<file path="src/rtl/ram_byte_seq_if.sv">
// Load/store request and response bundle between the LSU and the byte RAM sequencer.
interface ram_byte_seq_if #(
  parameter int AW = 15
);
  logic          req_valid;
  logic          req_ready;
  logic          req_we;
  logic [1:0]    req_size;
  logic          req_unsigned;
  logic [AW-1:0] req_addr;
  logic [31:0]   req_wdata;
  logic          resp_valid;
  logic [31:0]   resp_rdata;
  logic          resp_err;

  modport master (
    output req_valid, req_we, req_size, req_unsigned, req_addr, req_wdata,
    input  req_ready, resp_valid, resp_rdata, resp_err
  );

  modport slave (
    input  req_valid, req_we, req_size, req_unsigned, req_addr, req_wdata,
    output req_ready, resp_valid, resp_rdata, resp_err
  );
endinterface

</file>
<file path="src/rtl/ram_byte_seq.sv">
// Splits 8/16/32-bit load/store requests into little-endian byte accesses on a
// byte-wide RAM and returns a single-cycle, extended response.
module ram_byte_seq #(
  parameter int AW               = 15,
  parameter bit ALLOW_MISALIGNED = 1'b0
) (
  input  logic          clk,
  input  logic          rst,
  ram_byte_seq_if.slave bus,
  output logic          ram_we,
  output logic [AW-1:0] ram_waddr,
  output logic [7:0]    ram_wdata,
  output logic          ram_re,
  output logic [AW-1:0] ram_raddr,
  input  logic [7:0]    ram_rdata
);

  typedef enum logic [1:0] {IDLE, ACCESS, RESP} state_t;

  state_t        state, state_nxt;
  logic [1:0]    k;
  logic          err_q;
  logic [31:0]   buf_q;
  logic          we_q;
  logic [1:0]    size_q;
  logic          uns_q;
  logic [AW-1:0] addr_q;
  logic [31:0]   wdata_q;
  logic          hs;
  logic          last;
  logic [AW-1:0] byte_addr;

  function automatic logic req_bad(input logic [1:0] size, input logic [1:0] lo);
    logic bad;
    bad = (size == 2'd3);
    if (!ALLOW_MISALIGNED && size == 2'd1 && lo[0]) bad = 1'b1;
    if (!ALLOW_MISALIGNED && size == 2'd2 && lo != 2'd0) bad = 1'b1;
    return bad;
  endfunction

  function automatic logic [1:0] last_idx(input logic [1:0] size);
    logic [1:0] r;
    case (size)
      2'd0:    r = 2'd0;
      2'd1:    r = 2'd1;
      default: r = 2'd3;
    endcase
    return r;
  endfunction

  function automatic logic [31:0] extend(input logic [31:0] b, input logic [1:0] size,
                                         input logic uns);
    logic [31:0] r;
    case (size)
      2'd0:    r = {{24{b[7] & ~uns}}, b[7:0]};
      2'd1:    r = {{16{b[15] & ~uns}}, b[15:0]};
      default: r = b;
    endcase
    return r;
  endfunction

  assign hs        = bus.req_valid && (state == IDLE) && !rst;
  assign last      = (k == last_idx(size_q));
  assign byte_addr = addr_q + AW'(k);

  always_ff @(posedge clk) begin
    if (rst) begin
      state <= IDLE;
      k     <= 2'd0;
      buf_q <= 32'd0;
      err_q <= 1'b0;
    end else begin
      state <= state_nxt;
      if (hs) begin
        k     <= 2'd0;
        err_q <= req_bad(bus.req_size, bus.req_addr[1:0]);
      end else if (state == ACCESS) begin
        k <= k + 2'd1;
        if (!we_q) buf_q[{k, 3'b000} +: 8] <= ram_rdata;
      end
    end
  end

  // Request fields only matter after a handshake, so they carry no reset.
  always_ff @(posedge clk) begin
    if (hs) begin
      we_q    <= bus.req_we;
      size_q  <= bus.req_size;
      uns_q   <= bus.req_unsigned;
      addr_q  <= bus.req_addr;
      wdata_q <= bus.req_wdata;
    end
  end

  always_comb begin
    state_nxt      = state;
    bus.req_ready  = 1'b0;
    bus.resp_valid = 1'b0;
    bus.resp_err   = 1'b0;
    bus.resp_rdata = 32'd0;
    ram_we         = 1'b0;
    ram_waddr      = '0;
    ram_wdata      = 8'd0;
    ram_re         = 1'b0;
    ram_raddr      = '0;
    case (state)
      IDLE: begin
        if (hs) state_nxt = req_bad(bus.req_size, bus.req_addr[1:0]) ? RESP : ACCESS;
      end
      ACCESS: begin
        if (last) state_nxt = RESP;
      end
      default: state_nxt = IDLE;
    endcase
    // Everything visible is forced quiet while reset is held, including a mid-access abort.
    if (!rst) begin
      bus.req_ready = (state == IDLE);
      if (state == ACCESS) begin
        if (we_q) begin
          ram_we    = 1'b1;
          ram_waddr = byte_addr;
          ram_wdata = wdata_q[{k, 3'b000} +: 8];
        end else begin
          ram_re    = 1'b1;
          ram_raddr = byte_addr;
        end
      end
      if (state == RESP) begin
        bus.resp_valid = 1'b1;
        bus.resp_err   = err_q;
        bus.resp_rdata = (!err_q && !we_q) ? extend(buf_q, size_q, uns_q) : 32'd0;
      end
    end
  end

endmodule
</file>
<file path="src/flat_wrapper.sv">
// flat-port wrapper written by rule: the top's interface ports become plain ports
module ram_byte_seq_flat 
#(
  parameter int AW               = 15,
  parameter bit ALLOW_MISALIGNED = 1'b0
)
  (clk, rst, ram_we, ram_waddr, ram_wdata, ram_re, ram_raddr, ram_rdata, bus_req_valid, bus_req_we, bus_req_size, bus_req_unsigned, bus_req_addr, bus_req_wdata, bus_req_ready, bus_resp_valid, bus_resp_rdata, bus_resp_err);
  ram_byte_seq_if #(.AW(AW)) bus_i ();
  input  logic clk;
  input  logic rst;
  output logic ram_we;
  output logic [AW-1:0] ram_waddr;
  output logic [7:0] ram_wdata;
  output logic ram_re;
  output logic [AW-1:0] ram_raddr;
  input  logic [7:0] ram_rdata;
  input wire logic [$bits(bus_i.req_valid)-1:0] bus_req_valid;
  input wire logic [$bits(bus_i.req_we)-1:0] bus_req_we;
  input wire logic [$bits(bus_i.req_size)-1:0] bus_req_size;
  input wire logic [$bits(bus_i.req_unsigned)-1:0] bus_req_unsigned;
  input wire logic [$bits(bus_i.req_addr)-1:0] bus_req_addr;
  input wire logic [$bits(bus_i.req_wdata)-1:0] bus_req_wdata;
  output wire logic [$bits(bus_i.req_ready)-1:0] bus_req_ready;
  output wire logic [$bits(bus_i.resp_valid)-1:0] bus_resp_valid;
  output wire logic [$bits(bus_i.resp_rdata)-1:0] bus_resp_rdata;
  output wire logic [$bits(bus_i.resp_err)-1:0] bus_resp_err;
  assign bus_i.req_valid = bus_req_valid;
  assign bus_i.req_we = bus_req_we;
  assign bus_i.req_size = bus_req_size;
  assign bus_i.req_unsigned = bus_req_unsigned;
  assign bus_i.req_addr = bus_req_addr;
  assign bus_i.req_wdata = bus_req_wdata;
  assign bus_req_ready = bus_i.req_ready;
  assign bus_resp_valid = bus_i.resp_valid;
  assign bus_resp_rdata = bus_i.resp_rdata;
  assign bus_resp_err = bus_i.resp_err;
  ram_byte_seq #(.AW(AW), .ALLOW_MISALIGNED(ALLOW_MISALIGNED)) u_core (.clk(clk), .rst(rst), .bus(bus_i), .ram_we(ram_we), .ram_waddr(ram_waddr), .ram_wdata(ram_wdata), .ram_re(ram_re), .ram_raddr(ram_raddr), .ram_rdata(ram_rdata));
endmodule
</file>
<file path="config.mk">
export PLATFORM = sky130hd
export DESIGN_NAME = ram_byte_seq_flat
export DESIGN_NICKNAME = d
export VERILOG_FILES = /design/src/rtl/ram_byte_seq_if.sv /design/src/rtl/ram_byte_seq.sv /design/src/flat_wrapper.sv
export SDC_FILE = /design/constraint.sdc
export NUM_CORES = 1
export LEC_CHECK = 0
export BUFFER_PORTS_ARGS = -buffer_cell sky130_fd_sc_hd__buf_4
export CAP_MARGIN = 30
export CELL_PAD_IN_SITES_DETAIL_PLACEMENT = 1
export CELL_PAD_IN_SITES_GLOBAL_PLACEMENT = 1
export CORE_MARGIN = 3
export CORE_UTILIZATION = 39
export CTS_CLUSTER_SIZE = 10
export DETAILED_ROUTE_END_ITERATION = 12
export PLACE_DENSITY = 0.77
export SLEW_MARGIN = 20
export SYNTH_ARGS = -nofsm -noshare
export SYNTH_HDL_FRONTEND = slang
export SYNTH_SLANG_ARGS = --single-unit
</file>
<file path="constraint.sdc">
create_clock -name clk -period 4.5 [get_ports clk]
set_input_delay 0.45 -clock clk [delete_from_list [all_inputs] [get_ports clk]]
set_output_delay 0.45 -clock clk [all_outputs]
set_load 0.05 [all_outputs]
</file>
==> reports/qor.txt <==
Status -> finished, final reports clean
RR Startpoint -> u_core.k[1]
Clock tree from TritonCTS -> built
Dpl hpwl -> 9.36 mm
CTS Buf Count -> 9
Switching portion of total power -> 0.256
Core area -> 0.0110 sq mm
Die height -> 113 um
DRT Wirelength -> 13.0 mm
Post-Synthesis Cells -> 434
Period Utilization, post-route -> 0.747
N_diodes -> 0
CTS-repair resized insts -> 0
Starting density of the core -> 0.406
Crit Path Category -> flop to output port
Reg2Reg Capture Point -> u_core.buf_q[19]
Static Leak -> 2.18 nW
DR vias/cell -> 5.37
Worst-margin pin slew -> 0.913 ns
Global-route wire length before repair -> 20.7 mm
Syn Area/Cell -> 10.3 sq um
# Max-Cap Violations -> 0
Setup TNS -> 0 ns
Residual DRC -> 0
1st-pass router iterations -> 4
Critical Path Sink Type -> output port
Utilization after layout -> 0.536
Area contributors post-synth -> edfxtp_1, dfxtp_1, a21oi_1
Synth Flop Type -> edfxtp_1
Clock transition at path regs -> 0.07 ns
Sink Count -> 88
Number of enable flip-flop cells after synthesis -> 51
Peak VDD IR -> 0.265 mV
Fin crit period -> 3.36 ns
Cell with the most instances after synthesis -> nand2_1
Worst-Skew Late Latency -> 0.35 ns
P&R area growth vs syn -> 32.2%
Initial drt markers -> 171
Top cells by count, synth -> nand2_1, a21oi_1, edfxtp_1, dfxtp_1, nand3_1
Unrepaired setup endpoints after global routing -> no
Synth unique cells -> 43
Post-DRT Antenna Nets -> 0
Number of global-route vias before repair -> 4,024
Max Slew Vio Count -> 0
Largest net degree at the start of global routing -> 43
H-tree levels -> 3
Final hold violations -> 0
Clock power share -> 0.418
Seq pwr share -> 0.481
Worst hold path type -> input port to flop
Hold buffer count at CTS -> 0
Area fraction of the dominant cell type after synthesis -> 0.344
Post-Syn Nets -> 504
Die ar. -> 0.0127 sq mm
Max Freq -> 298 MHz
CP Max Fanout -> 16
Combinational fraction of design power -> 0.101
Reg2reg path depth -> 5
Register-to-register path setup slack -> 2.16 ns
Vias -> 3,764
Fraction of registers with async set/reset -> 0
Total GRT Usage -> 0.206
Synth Warn # -> 0
CTS Root Cell -> clkbuf_16
NetSw -> 0.000484 W
Cell Pwr Density -> 322 mW/mm^2
Worst-case clock buffer depth -> 2
Std-Cell Rows -> 38
Worst Path Required -> 4.05 ns
Initial antenna violation count -> 0
Start point of the worst min-delay path -> bus_req_wdata[9]
Flops & latches, synth -> 88
Clk_skew -> 0.00866 ns
Startpoint types -> flop
Sequential area share after synthesis -> 0.510
Setup repair bufs after CTS -> 0
# port buffers -> 136
Int Pwr -> 0.00141 W
Die width -> 113 um
Area leader, netlist -> edfxtp_1
Grt total ovfl -> 0
Setup violators final -> 0
Gpl congestion -> 0.803
Hold endpoint -> u_core.wdata_q[9]
Layout cells sized above 1 -> 0.335
Mapped Area -> 0.00446 sq mm
WL per Instance -> 18.6 um
Fin nets -> 626
WHS Path Cells -> 1
Io pins -> 137
Max transition margin -> 0.391
Worst Path Arrival -> 2.91 ns
==> placed cells by master (no fill, tap or decap), types with 4 or more instances in the layout <==
cell type / count
buf_4: 138
nand2_1: 54
a21oi_1: 52
edfxtp_1: 51
nand3_1: 37
dfxtp_1: 37
and2_1: 21
nor2b_1: 16
mux2i_1: 14
nand2b_1: 12
o21ai_0: 12
nor3_2: 12
nor3_1: 9
clkbuf_16: 9
mux4_2: 8
inv_1: 7
ha_1: 7
or3_1: 6
nor2_1: 6
nor4_1: 5
nand4_1: 4
nand4bb_1: 4
==> worst max-delay path by stage <==
stage / from / end / slack (ns) / cells after the start
6_report: u_core.k[1] / ram_waddr[14] / 1.14 / 5
3_5_place_dp: u_core.k[1] / ram_waddr[14] / 1.54 / 5
2_1_floorplan: u_core.state[0] / u_core.addr_q[0] / 0.98 / 3
3_3_place_gp: u_core.k[1] / ram_raddr[14] / 1.64 / 5
5_1_grt: u_core.k[1] / ram_raddr[14] / 0.93 / 5
4_1_cts: u_core.k[1] / ram_waddr[14] / 1.11 / 5
==> area by class of cell <==
class	instances	area [sq um]
inverters	9	35.0
repair buffers	142	1070
flip-flops and latches	88	2270
fillers	1226	5090
clock buffers	9	225
well taps	140	175
clock inverters	7	86.3
multi-input cells	306	2020
==> worst max-delay path: stages, from the launching register on <==
cell and delay [ns]:
dfxtp_1 0.84, fa_1 0.39, nand4_1 0.25, nor4_1 0.61, mux2i_1 0.26, buf_4 0.22
==> stage by stage <==
stage          cells  power [W]  area [sq um]  setup WS (ns)  hold slack [ns]
5_1_grt          701    0.00196          5890          0.928            0.256
3_3_place_gp     681    0.00111          5530           1.64            0.437
6_report         701    0.00189          5890           1.14            0.272
4_1_cts          700    0.00191          5860           1.11            0.264
2_1_floorplan    434    0.00103          4460          0.976            0.427
3_5_place_dp     684    0.00112          5550           1.54            0.450
==> flip-flops by register name, summed over array words and instances, names as in the netlist <==
register	count
u_core.we_q	1
u_core.size_q	2
u_core.state	2
u_core.k	2
u_core.buf_q	32
u_core.addr_q	15
u_core.wdata_q	32
u_core.uns_q	1
u_core.err_q	1
==> logic make-up after synthesis <==
family / Yosys count / share of synthesized area
AO/OA/AOI/OAI: 71 / 0.0848
XOR/XNOR: 3 / 0.00590
adder cells (fa/ha/maj): 8 / 0.0241
buffers and inverters: 40 / 0.0407
flip-flops: 88 / 0.510
multiplexers: 23 / 0.0744
AND/OR/NAND/NOR: 201 / 0.260
==> per-layer routing <==
| layer | share of wire | vias to the layer above | track usage |
|---|---|---|---|
| li1 | - | 1797 | - |
| met1 | 0.40 | 1837 | 0.247 |
| met2 | 0.53 | 107 | 0.368 |
| met3 | 0.049 | 23 | 0.0364 |
| met4 | 0.021 | 0 | 0.0761 |
| met5 | 0 | - | 0 |
==> power by group through the flow <==
stage               Combinational (W)  Clock (W)  Sequential [W]
floorplan                    0.000116          0        0.000915
global placement             0.000185          0        0.000924
finish                       0.000192   0.000791        0.000911
global route                 0.000207   0.000837        0.000916
detailed placement           0.000190          0        0.000928
CTS                          0.000192   0.000805        0.000911
Power figures use the tool's default switching activity.
